### config.mk
export PLATFORM = sky130hd
export DESIGN_NAME = serial_subtractor
export DESIGN_NICKNAME = d
export VERILOG_FILES = /design/src/rtl/serial_subtractor.sv
export SDC_FILE = /design/constraint.sdc
export NUM_CORES = 1
export LEC_CHECK = 0
export CORE_MARGIN = 1.5
export CORE_UTILIZATION = 49
export DETAILED_ROUTE_END_ITERATION = 6
export MAX_ROUTING_LAYER = met4
export PLACE_DENSITY_LB_ADDON = 0.3
export SYNTH_ARGS = -nofsm -noshare
export SYNTH_HDL_FRONTEND = slang
export SYNTH_SLANG_ARGS = --single-unit
### constraint.sdc
create_clock -name clk -period 1.3 [get_ports clk]
set_input_delay 0.26 -clock clk [delete_from_list [all_inputs] [get_ports clk]]
set_output_delay 0.26 -clock clk [all_outputs]
set_load 0.01 [all_outputs]
### src/rtl/serial_subtractor.sv
// serial_subtractor: bit-serial A-B engine, one full-subtractor bit per clock.
//
// The operands are loaded in parallel and processed LSB first. The borrow is
// held in a register between bits. The result is given both as a serial stream
// (d_bit/d_valid) and as a parallel word (diff/borrow_out).
//
// Ports:
//   clk, rst_n        clock (rising edge), asynchronous active-low reset
//   start             load request, honoured only while busy==0
//   a_in, b_in        minuend / subtrahend, sampled with an accepted start
//   busy              operation in progress (WIDTH cycles)
//   done              one-cycle pulse; diff/borrow_out (and ovf) are valid
//   d_bit, d_valid    serial difference bit, LSB first, and its qualifier
//   diff              a_in-b_in mod 2^WIDTH, held until the next accepted start
//   borrow_out        final borrow (a_in < b_in, unsigned)
//   ovf               signed overflow; present only when SERIAL_SUB_OVF_EN is defined
//
// Build option: define SERIAL_SUB_OVF_EN to add the ovf port and its logic.

// Combinational full-subtractor cell. It is the mirror of a full adder cell.
module fs_cell (
  input  logic a,
  input  logic b,
  input  logic bin,
  output logic d,
  output logic bout
);
  assign d    = a ^ b ^ bin;
  assign bout = (~a & b) | (~(a ^ b) & bin);
endmodule

module serial_subtractor #(
  parameter int WIDTH = 8
) (
  input  logic             clk,
  input  logic             rst_n,
  input  logic             start,
  input  logic [WIDTH-1:0] a_in,
  input  logic [WIDTH-1:0] b_in,
  output logic             busy,
  output logic             done,
  output logic             d_bit,
  output logic             d_valid,
  output logic [WIDTH-1:0] diff,
`ifdef SERIAL_SUB_OVF_EN
  output logic             ovf,
`endif
  output logic             borrow_out
);
  localparam int CW = $clog2(WIDTH) + 1;

  typedef enum logic {IDLE, RUN} state_t;

  state_t          state, state_nxt;
  logic            load, last;
  logic [WIDTH-1:0] a_sh, b_sh;
  logic            bor, bor_nxt, d;
  logic [CW-1:0]   count;
`ifdef SERIAL_SUB_OVF_EN
  logic            a_msb, b_msb;
`endif

  // The cell always looks at bit 0. The operand registers shift right, so
  // bit 0 of each register holds bit 'count' of the latched operand.
  fs_cell u_cell (
    .a    (a_sh[0]),
    .b    (b_sh[0]),
    .bin  (bor),
    .d    (d),
    .bout (bor_nxt)
  );

  assign busy = (state == RUN);

  always_ff @(posedge clk or negedge rst_n) begin
    if (!rst_n) state <= IDLE;
    else        state <= state_nxt;
  end

  always_comb begin
    state_nxt = state;
    load      = 1'b0;
    last      = 1'b0;
    case (state)
      IDLE: if (start) begin
        load      = 1'b1;
        state_nxt = RUN;
      end
      RUN: if (count == CW'(WIDTH - 1)) begin
        last      = 1'b1;
        state_nxt = IDLE;
      end
      default: state_nxt = IDLE;
    endcase
  end

  always_ff @(posedge clk or negedge rst_n) begin
    if (!rst_n) begin
      a_sh       <= '0;
      b_sh       <= '0;
      bor        <= 1'b0;
      count      <= '0;
      diff       <= '0;
      borrow_out <= 1'b0;
      done       <= 1'b0;
      d_bit      <= 1'b0;
      d_valid    <= 1'b0;
`ifdef SERIAL_SUB_OVF_EN
      a_msb      <= 1'b0;
      b_msb      <= 1'b0;
      ovf        <= 1'b0;
`endif
    end else begin
      done    <= 1'b0;
      d_valid <= 1'b0;
      if (load) begin
        a_sh       <= a_in;
        b_sh       <= b_in;
        bor        <= 1'b0;
        count      <= '0;
        diff       <= '0;
        borrow_out <= 1'b0;
`ifdef SERIAL_SUB_OVF_EN
        a_msb      <= a_in[WIDTH-1];
        b_msb      <= b_in[WIDTH-1];
        ovf        <= 1'b0;
`endif
      end else if (busy) begin
        a_sh    <= a_sh >> 1;
        b_sh    <= b_sh >> 1;
        bor     <= bor_nxt;
        count   <= count + CW'(1);
        // The difference enters at the MSB end, so after WIDTH shifts bit 0
        // is where it belongs.
        diff    <= {d, diff[WIDTH-1:1]};
        d_bit   <= d;
        d_valid <= 1'b1;
        if (last) begin
          borrow_out <= bor_nxt;
          done       <= 1'b1;
`ifdef SERIAL_SUB_OVF_EN
          // On the last bit, d becomes diff[WIDTH-1].
          ovf        <= (a_msb ^ b_msb) & (a_msb ^ d);
`endif
        end
      end
    end
  end
endmodule

==> qor.yml, run 1 <==
wl_per_cell_microns: 13.4
crit_chain: "ha_4, and4b_4, mux2i_1, a21oi_1"
timing.rr.end: "borrow_out"
crit_type: "flip-flop to flip-flop"
total_power_mw: 3.89
muxShareOfSynthArea: 0.118
synth_area_leaders: "dfrtp_1 (59%), mux2i_1 (12%), o21ai_0 (8.0%)"
hold_violations: 0
drive_gt1_frac: 0.159
cp_data_arrival_time_ps: 1460
synth_top_area_share: 0.590
initial_core_util: 0.518
antenna_found_initial: 0
clk_latency_ps: 330
syn_avg_cell_area_sq_um: 11.1
drt_iter0_drc: 34
rsz0062_at_grt: "yes"
p_int_mw: 2.56
syn_inst: 130
cp-end-kind: "flip-flop"
syn_to_final_growth_pct: 34.8
placed_area_sq_mm: 0.00183
swShare: 0.343
syn-num-nets: 151
vias: 1043
yosys.area.top_type: "dfrtp_1"
globalplace.congestion: 0.798
grt_max_degree: 35
place_hpwl_microns: 1900
drc: 0
reg2reg_depth: 4
die_h_microns: 57.2
synthDistinctLibCells: 20
grt_pass1_vias: 1044
p_seq_frac: 0.451
synth_top_family_by_area: "multiplexers"
rr_startpoint: "count[0]"
detail-route-antenna-nets: 0
fin_hold_ws_ps: 304
cts_inserted_buffers: 5
tritoncts: "done"
max_freq_mhz: 790
clockBufferDepth: 2
synth-simple-area-share: 0.104
syn_area_sq_mm: 0.00144
synth_xor_area_frac: 0.00608
ios: 32
diodes: 0
finalWirelength_microns: 2770
synth_compound_area_frac: 0.114
synth_edf_count: 0
gr-total-overflow: 0
clock_sinks: 34
worst_slew_pin_slew_ps: 232
timing.final.crit_period_ps: 1270
grt_pass1_wl_microns: 4640
cpPeakStageDelay_ps: 440
power_density_mw_per_mm2: 2000
ys.flop_type: "dfrtp_1"
io_buffers: 31
skew_ps: 14.2
viasPerCell: 5.04
track_usage: 0.193
cellLeakagePower_nw: 0.920
finalSetupViolCount: 0
dp.cells: 192
maxSlewViolCount: 0
period_share: 0.974
yosys-top-cells-count: "dfrtp_1 (34), nand2_1 (27), o21ai_0 (23)"
worstHoldPathType: "input pin to asynchronous set/reset pin"
start_kind: "flip-flop"
status: "completed"
path_delay_family: "flip-flops"
cts_max_level: 2
slowest_stage: "dfrtp_1"
synth_most_common_cell: "dfrtp_1"
final_area_sq_mm: 0.00194
nNetsFinal: 196
row_count: 19
fillCellCount: 213
ys_async_sr_fraction: 1.00
ys_seq_area_frac: 0.590
synth_seq_cells: 34
die_x_microns: 57.2
required_ps: 1490
p_comb_frac: 0.397
coreArea_sq_mm: 0.00278
maxSlewHeadroom: 0.846
clock-root-buffer: "clkbuf_4"
ctsHoldBuffers: 0
switching_power_mw: 1.34
path_clk_slew_ps: 100
stdcell_count: 207
yosysWarningCount: 0
first_pass_iters: 4
maxCapViolations: 0
pre_cts_slack_ps: -141
synth_fa_ha_area_frac: 0.0226
irDropWorstVdd_mv: 1.53
r2r_slack_ps: 30
cp_max_fo: 4
setup_slack_ps: 33.4
fp.dieArea_sq_mm: 0.00328
cp_num_buf_inv: 0
clkPwrFrac: 0.151
==> cells by family (layout without fill, tap and decap cells) <==
family,after synthesis,in the layout
muxes,17,17
DFF,34,34
adders and majority gates,2,2
buffers and inverters,12,58
AOI/OAI and AO/OA,29,29
and+or+nand+nor,35,35
xor gates and xnor gates,1,1
==> cells in the final DEF (no fill, tap or decap) <==
| cell | synthesis | routed |
|---|---|---|
| a21oi_1 | 1 | 1 |
| a22o_1 | 5 | 5 |
| and4b_4 | 1 | 1 |
| buf_12 | 0 | 2 |
| buf_4 | 2 | 13 |
| buf_6 | 1 | 1 |
| clkbuf_1 | 2 | 1 |
| clkbuf_2 | 0 | 2 |
| clkbuf_4 | 0 | 5 |
| clkbuf_8 | 0 | 1 |
| clkdlybuf4s15_1 | 0 | 7 |
| clkdlybuf4s50_1 | 0 | 18 |
| clkinv_2 | 0 | 1 |
| dfrtp_1 | 34 | 34 |
| dlygate4sd2_1 | 0 | 4 |
| fa_1 | 1 | 1 |
| ha_4 | 0 | 1 |
| inv_1 | 3 | 3 |
| mux2i_1 | 17 | 17 |
| nand2_1 | 27 | 27 |
| nand2b_1 | 1 | 1 |
| nand3_1 | 1 | 1 |
| nor2_1 | 3 | 3 |
| nor2_2 | 1 | 1 |
| nor2b_1 | 1 | 1 |
| o21ai_0 | 23 | 23 |
| xor2_1 | 1 | 1 |
==> state kept, by name (all words and copies together), names as in the netlist <==
register    flops
a_sh            8
busy            1
bor             1
d_bit           1
diff            8
count           4
borrow_out      1
d_valid         1
b_sh            8
done            1
==> power by group through the flow <==
stage / clock [mW] / combinational [mW] / sequential, mW
after floorplan: 0 / 0.771 / 1.80
after global placement: 0 / 1.41 / 1.76
after detailed placement: 0 / 1.47 / 1.77
after CTS: 0.605 / 1.37 / 1.74
after global routing: 0.681 / 1.75 / 1.82
final: 0.588 / 1.55 / 1.76
==> stage by stage <==
step / setup TNS, ps / utilization
floorplan: 0 / -
global placement: -1890 / 0.658
detailed placement: -2460 / 0.658
CTS: 0 / 0.677
global route: -37.6 / 0.699
finish: 0 / 0.699
==> routing by layer <==
| layer | share of wire | GRT usage |
|---|---|---|
| met1 | 0.46 | 0.254 |
| met2 | 0.48 | 0.289 |
| met3 | 0.044 | 0.0522 |
| met4 | 0.014 | 0.0731 |
| met5 | 0 | - |
==> worst max path at each step <==
stage	to	startpoint	depth (start not counted)
after global placement	diff[2]	start	5
final	borrow_out	count[0]	4
after global routing	borrow_out	count[0]	4
after CTS	borrow_out	busy	4
after detailed placement	diff[0]	start	5
after floorplan	d_bit	b_sh[0]	3
==> cell type report <==
type | count | area [sq um] | share of cell area
Timing Repair Buffer | 47 | 444 | 0.229
Tap cell | 31 | 38.8 | 0.0200
Sequential cell | 34 | 851 | 0.438
Clock inverter | 1 | 5.00 | 0.00258
Multi-Input combinational cell | 84 | 538 | 0.277
Inverter | 3 | 11.3 | 0.00580
Clock buffer | 7 | 55.1 | 0.0283
==> timing repair <==
action                                  CTS  global route
pin swaps                                 0             1
setup buffers                             1             6
gates resized for setup                  14            13
endpoints found under the setup margin   14            11
Power figures use the tool's default switching activity.
==> run 2, diff against run 1 <==
--- a/config.mk
+++ b/config.mk
@@ -6,10 +6,12 @@
 export NUM_CORES = 1
 export LEC_CHECK = 0
 export CORE_MARGIN = 1.5
-export CORE_UTILIZATION = 49
+export CORE_UTILIZATION = 60
 export DETAILED_ROUTE_END_ITERATION = 6
+export DONT_BUFFER_PORTS = 1
 export MAX_ROUTING_LAYER = met4
 export PLACE_DENSITY_LB_ADDON = 0.3
+export SETUP_SLACK_MARGIN = 0.2
 export SYNTH_ARGS = -nofsm -noshare
 export SYNTH_HDL_FRONTEND = slang
 export SYNTH_SLANG_ARGS = --single-unit
==> constraint.sdc (replaced) <==
create_clock -name clk -period 1.3 [get_ports clk]
set_input_delay 0.26 -clock clk [delete_from_list [all_inputs] [get_ports clk]]
set_output_delay 0.26 -clock clk [all_outputs]
set_load 0.05 [all_outputs]
==> run 2 against run 1 <==
  * Combinational power decreased by 18%
  * Sequential share of layout area increased by 8.4 points
  * Critical endpoint is now busy
  * Sequential cell count unchanged
  * Fmax increased by 3.7%
  * Worst hold slack got worse by 290 ps
  * Critical path type is now flip-flop to output pin
  * First-iteration DRC count decreased by 12%
  * Sequential power increased by 37%
  * Clock skew decreased by 7.9 ps
  * Largest cell class unchanged
  * Final area decreased by 15%
  * Via count decreased by 7.1%
==> qor.yml, run 2 (synthesis gave the netlist of run 1 again) <==
status: "completed"
start_kind: "flip-flop"
track_usage: 0.229  # +0.0358
timing.final.crit_period_ps: 1220  # -45.4 ps
cts_max_level: 2  # unchanged
viasPerCell: 5.67  # +12%
fp.dieArea_sq_mm: 0.00271  # -17%
worstHoldPathType: "input pin to flip-flop"
grt_max_degree: 35  # unchanged
required_ps: 1040  # -450 ps
p_comb_frac: 0.297  # -0.100
grt_pass1_vias: 935  # -10%
switching_power_mw: 1.88  # +41%
coreArea_sq_mm: 0.00223  # -20%
hold_violations: 0  # unchanged
rr_startpoint: "a_sh[0]"
cts_inserted_buffers: 5  # unchanged
clk_latency_ps: 330  # about the same
final_common_cell: "nand2_1"
first_pass_iters: 4  # unchanged
clkPwrFrac: 0.140  # -0.011
vias: 969  # -7.1%
dp.cells: 155  # -19%
clock-root-buffer: "clkbuf_4"
cp_data_arrival_time_ps: 960  # -500 ps
grt_pass1_wl_microns: 4200  # -9.5%
drt_iter0_drc: 30  # -12%
antenna_found_initial: 0  # unchanged
seqCellArea_sq_um: 866  # +1.8%
clockBufferDepth: 2  # unchanged
cpPeakStageDelay_ps: 470  # +30 ps
maxCapViolations: 0  # unchanged
die_x_microns: 52.0  # -9.1%
ios: 32  # unchanged
total_power_mw: 4.28  # +10%
initial_core_util: 0.645  # +0.127
swShare: 0.439  # +0.0960
drive_gt1_frac: 0.273  # +0.114
cp_num_buf_inv: 1  # +1
cp-end-kind: "output pin"
finalSetupTns_ps: 0  # unchanged
multi_input_area_sq_um: 547  # +1.6%
p_int_mw: 2.40  # -6.1%
fin_hold_ws_ps: 14.5  # -290 ps
irDropWorstVdd_mv: 2.06  # +35%
crit_path_start: "busy"
finish.utilization: 0.743  # +0.0448
finalSetupViolCount: 0  # unchanged
crit_type: "flip-flop to output pin"
top_regs: "a_sh x8, b_sh x8, diff x8"
clock_sinks: 34  # unchanged
io_buffers: 0  # -100%
drc: 0  # unchanged
nNetsFinal: 163  # -17%
cellLeakagePower_nw: 0.767  # -17%
path_clk_slew_ps: 100  # about the same
finalWirelength_microns: 2650  # -4.0%
crit_chain: "buf_6"
period_share: 0.939  # -0.0349
diodes: 0  # unchanged
globalplace.congestion: 0.749  # -6.2%
syn_to_final_growth_pct: 15.2
stdcell_count: 171  # -17%
maxSlewHeadroom: 0.709  # -0.136
most-common-layout-cells: "nand2_1 (27), dfrtp_1 (22), o21ai_0 (18), mux2i_1 (17), dfrtp_2 (12)"
gr-total-overflow: 0  # unchanged
max_freq_mhz: 819  # +3.7%
power_density_mw_per_mm2: 2580  # +29%
worst_slew_pin_slew_ps: 436  # +205 ps
fillCellCount: 166  # -22%
slowest_stage: "dfrtp_2"
maxSlewViolCount: 0  # unchanged
cp_max_fo: 5  # +1
p_seq_frac: 0.562  # +0.111
wl_per_cell_microns: 15.5  # +16%
detail-route-antenna-nets: 0  # unchanged
die_h_microns: 52.0  # -9.1%
tritoncts: "done"
path_delay_family: "flip-flops"
place_hpwl_microns: 1720  # -9.4%
skew_ps: 6.22  # -7.95 ps
row_count: 17  # -2
hp-start: "start"
rsz0062_at_grt: "yes"
run 2: worst register-to-register path, delay by kind of cell (launching register included):
| kind | cells | cell delay (ps) |
|---|---|---|
| simple gates | 1 | 120 |
| flops | 1 | 370 |
| fa+ha+maj | 1 | 530 |
| buf+inv | 1 | 50 |
| compound gates | 1 | 50 |
run 2: what timing repair did:
item	4_1_cts	5_1_grt
gates resized for setup	17	11
endpoints found under the hold margin	35	0
endpoints found under the setup margin	21	34
setup buffers	3	2
hold buffers	3	0
pin swaps	2	2
run 2: final cells by class:
class / count / share of cell area
Timing Repair Buffer: 14 / 0.0852
Clock buffer: 7 / 0.0332
Clock inverter: 1 / 0.00301
Tap cell: 28 / 0.0211
Multi-Input combinational cell: 84 / 0.329
Sequential cell: 34 / 0.521
Inverter: 3 / 0.00678
run 2: layer usage:
| layer | up-vias | share of wire | track usage |
|---|---|---|---|
| met5 | - | 0 | - |
| met4 | 0 | 0.017 | 0.105 |
| met3 | 6 | 0.068 | 0.0833 |
| met2 | 28 | 0.50 | 0.361 |
| met1 | 474 | 0.41 | 0.261 |
| li1 | 461 | - | - |
run 2: metrics by stage:
step	area, sq um	setup slack (ps)
CTS	1620	67.7
floorplan	1450	41.8
detailed placement	1470	65.7
finish	1660	78.8
global route	1660	23.5
global placement	1470	98.9
run 2: power by group through the flow:
stage               registers (mW)  logic (mW)  clock network, mW
finish                        2.41        1.27              0.601
global route                  2.47        1.44              0.651
CTS                           2.41        1.16              0.619
detailed placement            2.40       0.981                  0
global placement              2.39       0.913                  0
floorplan                     2.34       0.779                  0
run 2: path summary, 6_finish.rpt:
kind                                end  slack, ps  cells past startpoint
worst max register to register    d_bit         80                      4
worst min register to register  a_sh[3]        490                      2
worst max-delay path               busy         80                      1
max in group asynchronous       diff[4]        750                      2
worst min-delay path            diff[5]         10                      1
min in group asynchronous       b_sh[1]        360                      2
==> run 3, diff against run 2 <==
--- a/config.mk
+++ b/config.mk
@@ -14,4 +14,5 @@
 export SETUP_SLACK_MARGIN = 0.2
 export SYNTH_ARGS = -nofsm -noshare
 export SYNTH_HDL_FRONTEND = slang
+export SYNTH_HIERARCHICAL = 1
 export SYNTH_SLANG_ARGS = --single-unit
==> run 3 against run 2 <==
  * Die area up 0.81%
  * Largest cell class unchanged
  * Clock skew up 11 ps
  * Combinational power up 41%
  * Clock power down 9.2%
  * Final area up 6.3%
  * Largest power group unchanged
  * Sequential share of layout area down 3.1 points
  * Sequential power down 4%
==> qor.yml, run 3 <==
status: "completed"
drt_iter0_drc: 9  # -70%
gr-total-overflow: 0  # unchanged
syn_inst: 131  # +0.77%
skew_ps: 16.9  # +10.7 ps
detail-route-antenna-nets: 0  # unchanged
cellLeakagePower_nw: 0.809  # +5.4%
wl_per_cell_microns: 17.0  # +9.6%
top_regs: "a_sh x8, b_sh x8, diff x8"
synth_seq_cells: 34  # unchanged
grt_pass1_wl_microns: 4390  # +4.6%
synth_top_area_share: 0.585  # -0.00508
synth_xor_area_frac: 0.00602  # -0.0000523
yosys.area.top_type: "dfrtp_1"
grt.met3_usage: 0.0771  # -0.00619
period_share: 0.984  # +0.0447
worst_slew_pin_slew_ps: 288  # -148 ps
die_x_microns: 52.2  # +0.40%
fp.dieArea_sq_mm: 0.00273  # +0.81%
muxShareOfSynthArea: 0.125  # +0.00673
tritoncts: "done"
met2_usage: 0.380  # +0.0190
grt_pass1_vias: 985  # +5.3%
stdcell_count: 175  # +2.3%
yosysWarningCount: 6  # +6
row_count: 17  # unchanged
timing.rr.end: "d_bit"
power_density_mw_per_mm2: 2640  # +2.2%
ys.flop_type: "dfrtp_1"
synth_top_family_by_area: "multiplexers"
cts_inserted_buffers: 5  # unchanged
crit_chain: "inv_2, fa_2, mux2_4"
nNetsFinal: 167  # +2.5%
track_usage: 0.234  # +0.00531
final_area_sq_mm: 0.00176  # +6.3%
required_ps: 1510  # +470 ps
globalplace.congestion: 0.708  # -5.4%
crit_type: "flip-flop to flip-flop"
cp-end-kind: "flip-flop"
dp.cells: 156  # +0.65%
max_freq_mhz: 782  # -4.5%
busiest_layer: "met2"
hold_end: "diff[2]"
synth_compound_area_frac: 0.113  # -0.000979
maxCapViolations: 0  # unchanged
final_common_cell: "dfrtp_1"
first_pass_iters: 4  # unchanged
synth_area_leaders: "dfrtp_1 (59%), mux2i_1 (12%), o21ai_0 (7.9%)"
drive_gt1_frac: 0.361  # +0.0878
synth-simple-area-share: 0.0990  # -0.00520
viasPerCell: 5.68  # +0.24%
most-common-layout-cells: "dfrtp_1 (23), nand2_1 (22), mux2i_1 (17), dfrtp_2 (11), o21ai_0 (10)"
timing.final.crit_period_ps: 1280  # +58.1 ps
placed_area_sq_mm: 0.00148  # +0.60%
cp_data_arrival_time_ps: 1490  # +530 ps
io_buffers: 0  # unchanged
synth_fa_ha_area_frac: 0.0224  # -0.000194
cts_max_level: 2  # unchanged
clock_sinks: 34  # unchanged
hp-start: "start"
ys_seq_area_frac: 0.585  # -0.00508
maxSlewViolCount: 0  # unchanged
fin_hold_ws_ps: 35.9  # +21.4 ps
syn_to_final_growth_pct: 21.3
path_clk_slew_ps: 100  # about the same
hold_violations: 0  # unchanged
rr_startpoint: "b_sh[0]"
clockBufferDepth: 2  # unchanged
cp_max_fo: 2  # -3
start_kind: "flip-flop"
worstHoldPathType: "input pin to flip-flop"
clock-root-buffer: "clkbuf_4"
vias: 994  # +2.6%
ys_async_sr_fraction: 1.00  # unchanged
synth_edf_count: 0  # unchanged
syn_area_sq_mm: 0.00145  # +0.87%
ios: 32  # unchanged
syn-num-nets: 152  # +0.66%
cpPeakStageDelay_ps: 440  # -30 ps
irDropWorstVdd_mv: 1.79  # -13%
antenna_found_initial: 0  # unchanged
synth_most_common_cell: "dfrtp_1"
syn_avg_cell_area_sq_um: 11.1  # about the same
clk_latency_ps: 330  # about the same
coreArea_sq_mm: 0.00225  # +0.95%
drc: 0  # unchanged
initial_core_util: 0.645  # about the same
maxSlewHeadroom: 0.802  # +0.0929
place_hpwl_microns: 1720  # -0.33%
diodes: 0  # unchanged
reg2reg_depth: 3  # -1
die_h_microns: 52.2  # +0.40%
use_met1: 0.289  # +0.0282
slowest_stage: "fa_2"
grt_max_degree: 35  # unchanged
r2r_slack_ps: 20  # -60 ps
yosys-top-cells-count: "dfrtp_1 (34), nand2_1 (27), o21ai_0 (23)"
synthDistinctLibCells: 20  # unchanged
finalWirelength_microns: 2980  # +12%
finalSetupViolCount: 0  # unchanged
hold_depth: 1  # unchanged
rsz0062_at_grt: "yes"
run 3: cell types whose count changed in the layout (fill, tap and decap cells not counted), sizes merged:
cell / change
buf: +3
clkbuf: -1
clkinv: +1
clkinvlp: +1
mux2: +1
nand2b: -1
run 3: power breakdown:
| group | leakage [nW] | switching (mW) | internal [mW] |
|---|---|---|---|
| Combinational | 0.355 | 0.898 | 0.892 |
| Sequential | 0.422 | 0.813 | 1.50 |
| Clock | 0.0320 | 0.340 | 0.206 |
run 3: kinds of logic (layout without fill, tap and decap cells):
group | Yosys count | after routing
simple gates | 34 | 34
xor+xnor | 1 | 1
compound gates | 29 | 29
buf+inv | 13 | 29
flops | 34 | 34
mux | 18 | 18
fa+ha+maj | 2 | 2
run 3: what timing repair did:
item,CTS,global route
pin swaps,4,13
buffers inserted,7,0
endpoints found under the setup margin,18,42
hold endpoints to repair,34,3
cloned,0,1
resized for setup,18,40
hold buffers,2,1
run 3: worst max-delay path: cells and delay by family, from the launching register on:
family,cells,cell delay (ps)
adders and majority gates,1,440
muxes,1,270
buffers and inverters,1,60
DFF,1,400
run 3: final cells by class:
type,count,area (sq um)
repair buffers,17,203
fillers,158,490
clock inverters,2,10.0
multi-input cells,84,592
flip-flops and latches,34,865
clock buffers,6,41.3
well taps,28,35.0
inverters,4,18.8
run 3: worst max-delay path by stage:
stage / from / endpoint / depth (start not counted)
final: b_sh[0] / d_bit / 3
after global placement: bor / d_bit / 3
after CTS: b_sh[0] / d_bit / 3
after detailed placement: bor / d_bit / 3
after global routing: b_sh[0] / d_bit / 3
after floorplan: busy / borrow_out / 4
run 3: routing by layer:
layer,wire (microns),vias up
met4,0,0
met5,0,-
met2,1570,31
li1,-,475
met1,1290,488
met3,118,0
run 3: through the flow:
step                      setup slack, ps  utilization  total power, mW  setup TNS, ps
after global placement               58.0        0.655             3.35              0
after detailed placement             26.6        0.655             3.44              0
after floorplan                      38.9            -             3.15              0
final                                20.7        0.782             4.65              0
after global routing                -3.08        0.782             4.91          -3.08
after CTS                            15.8        0.732             4.28              0
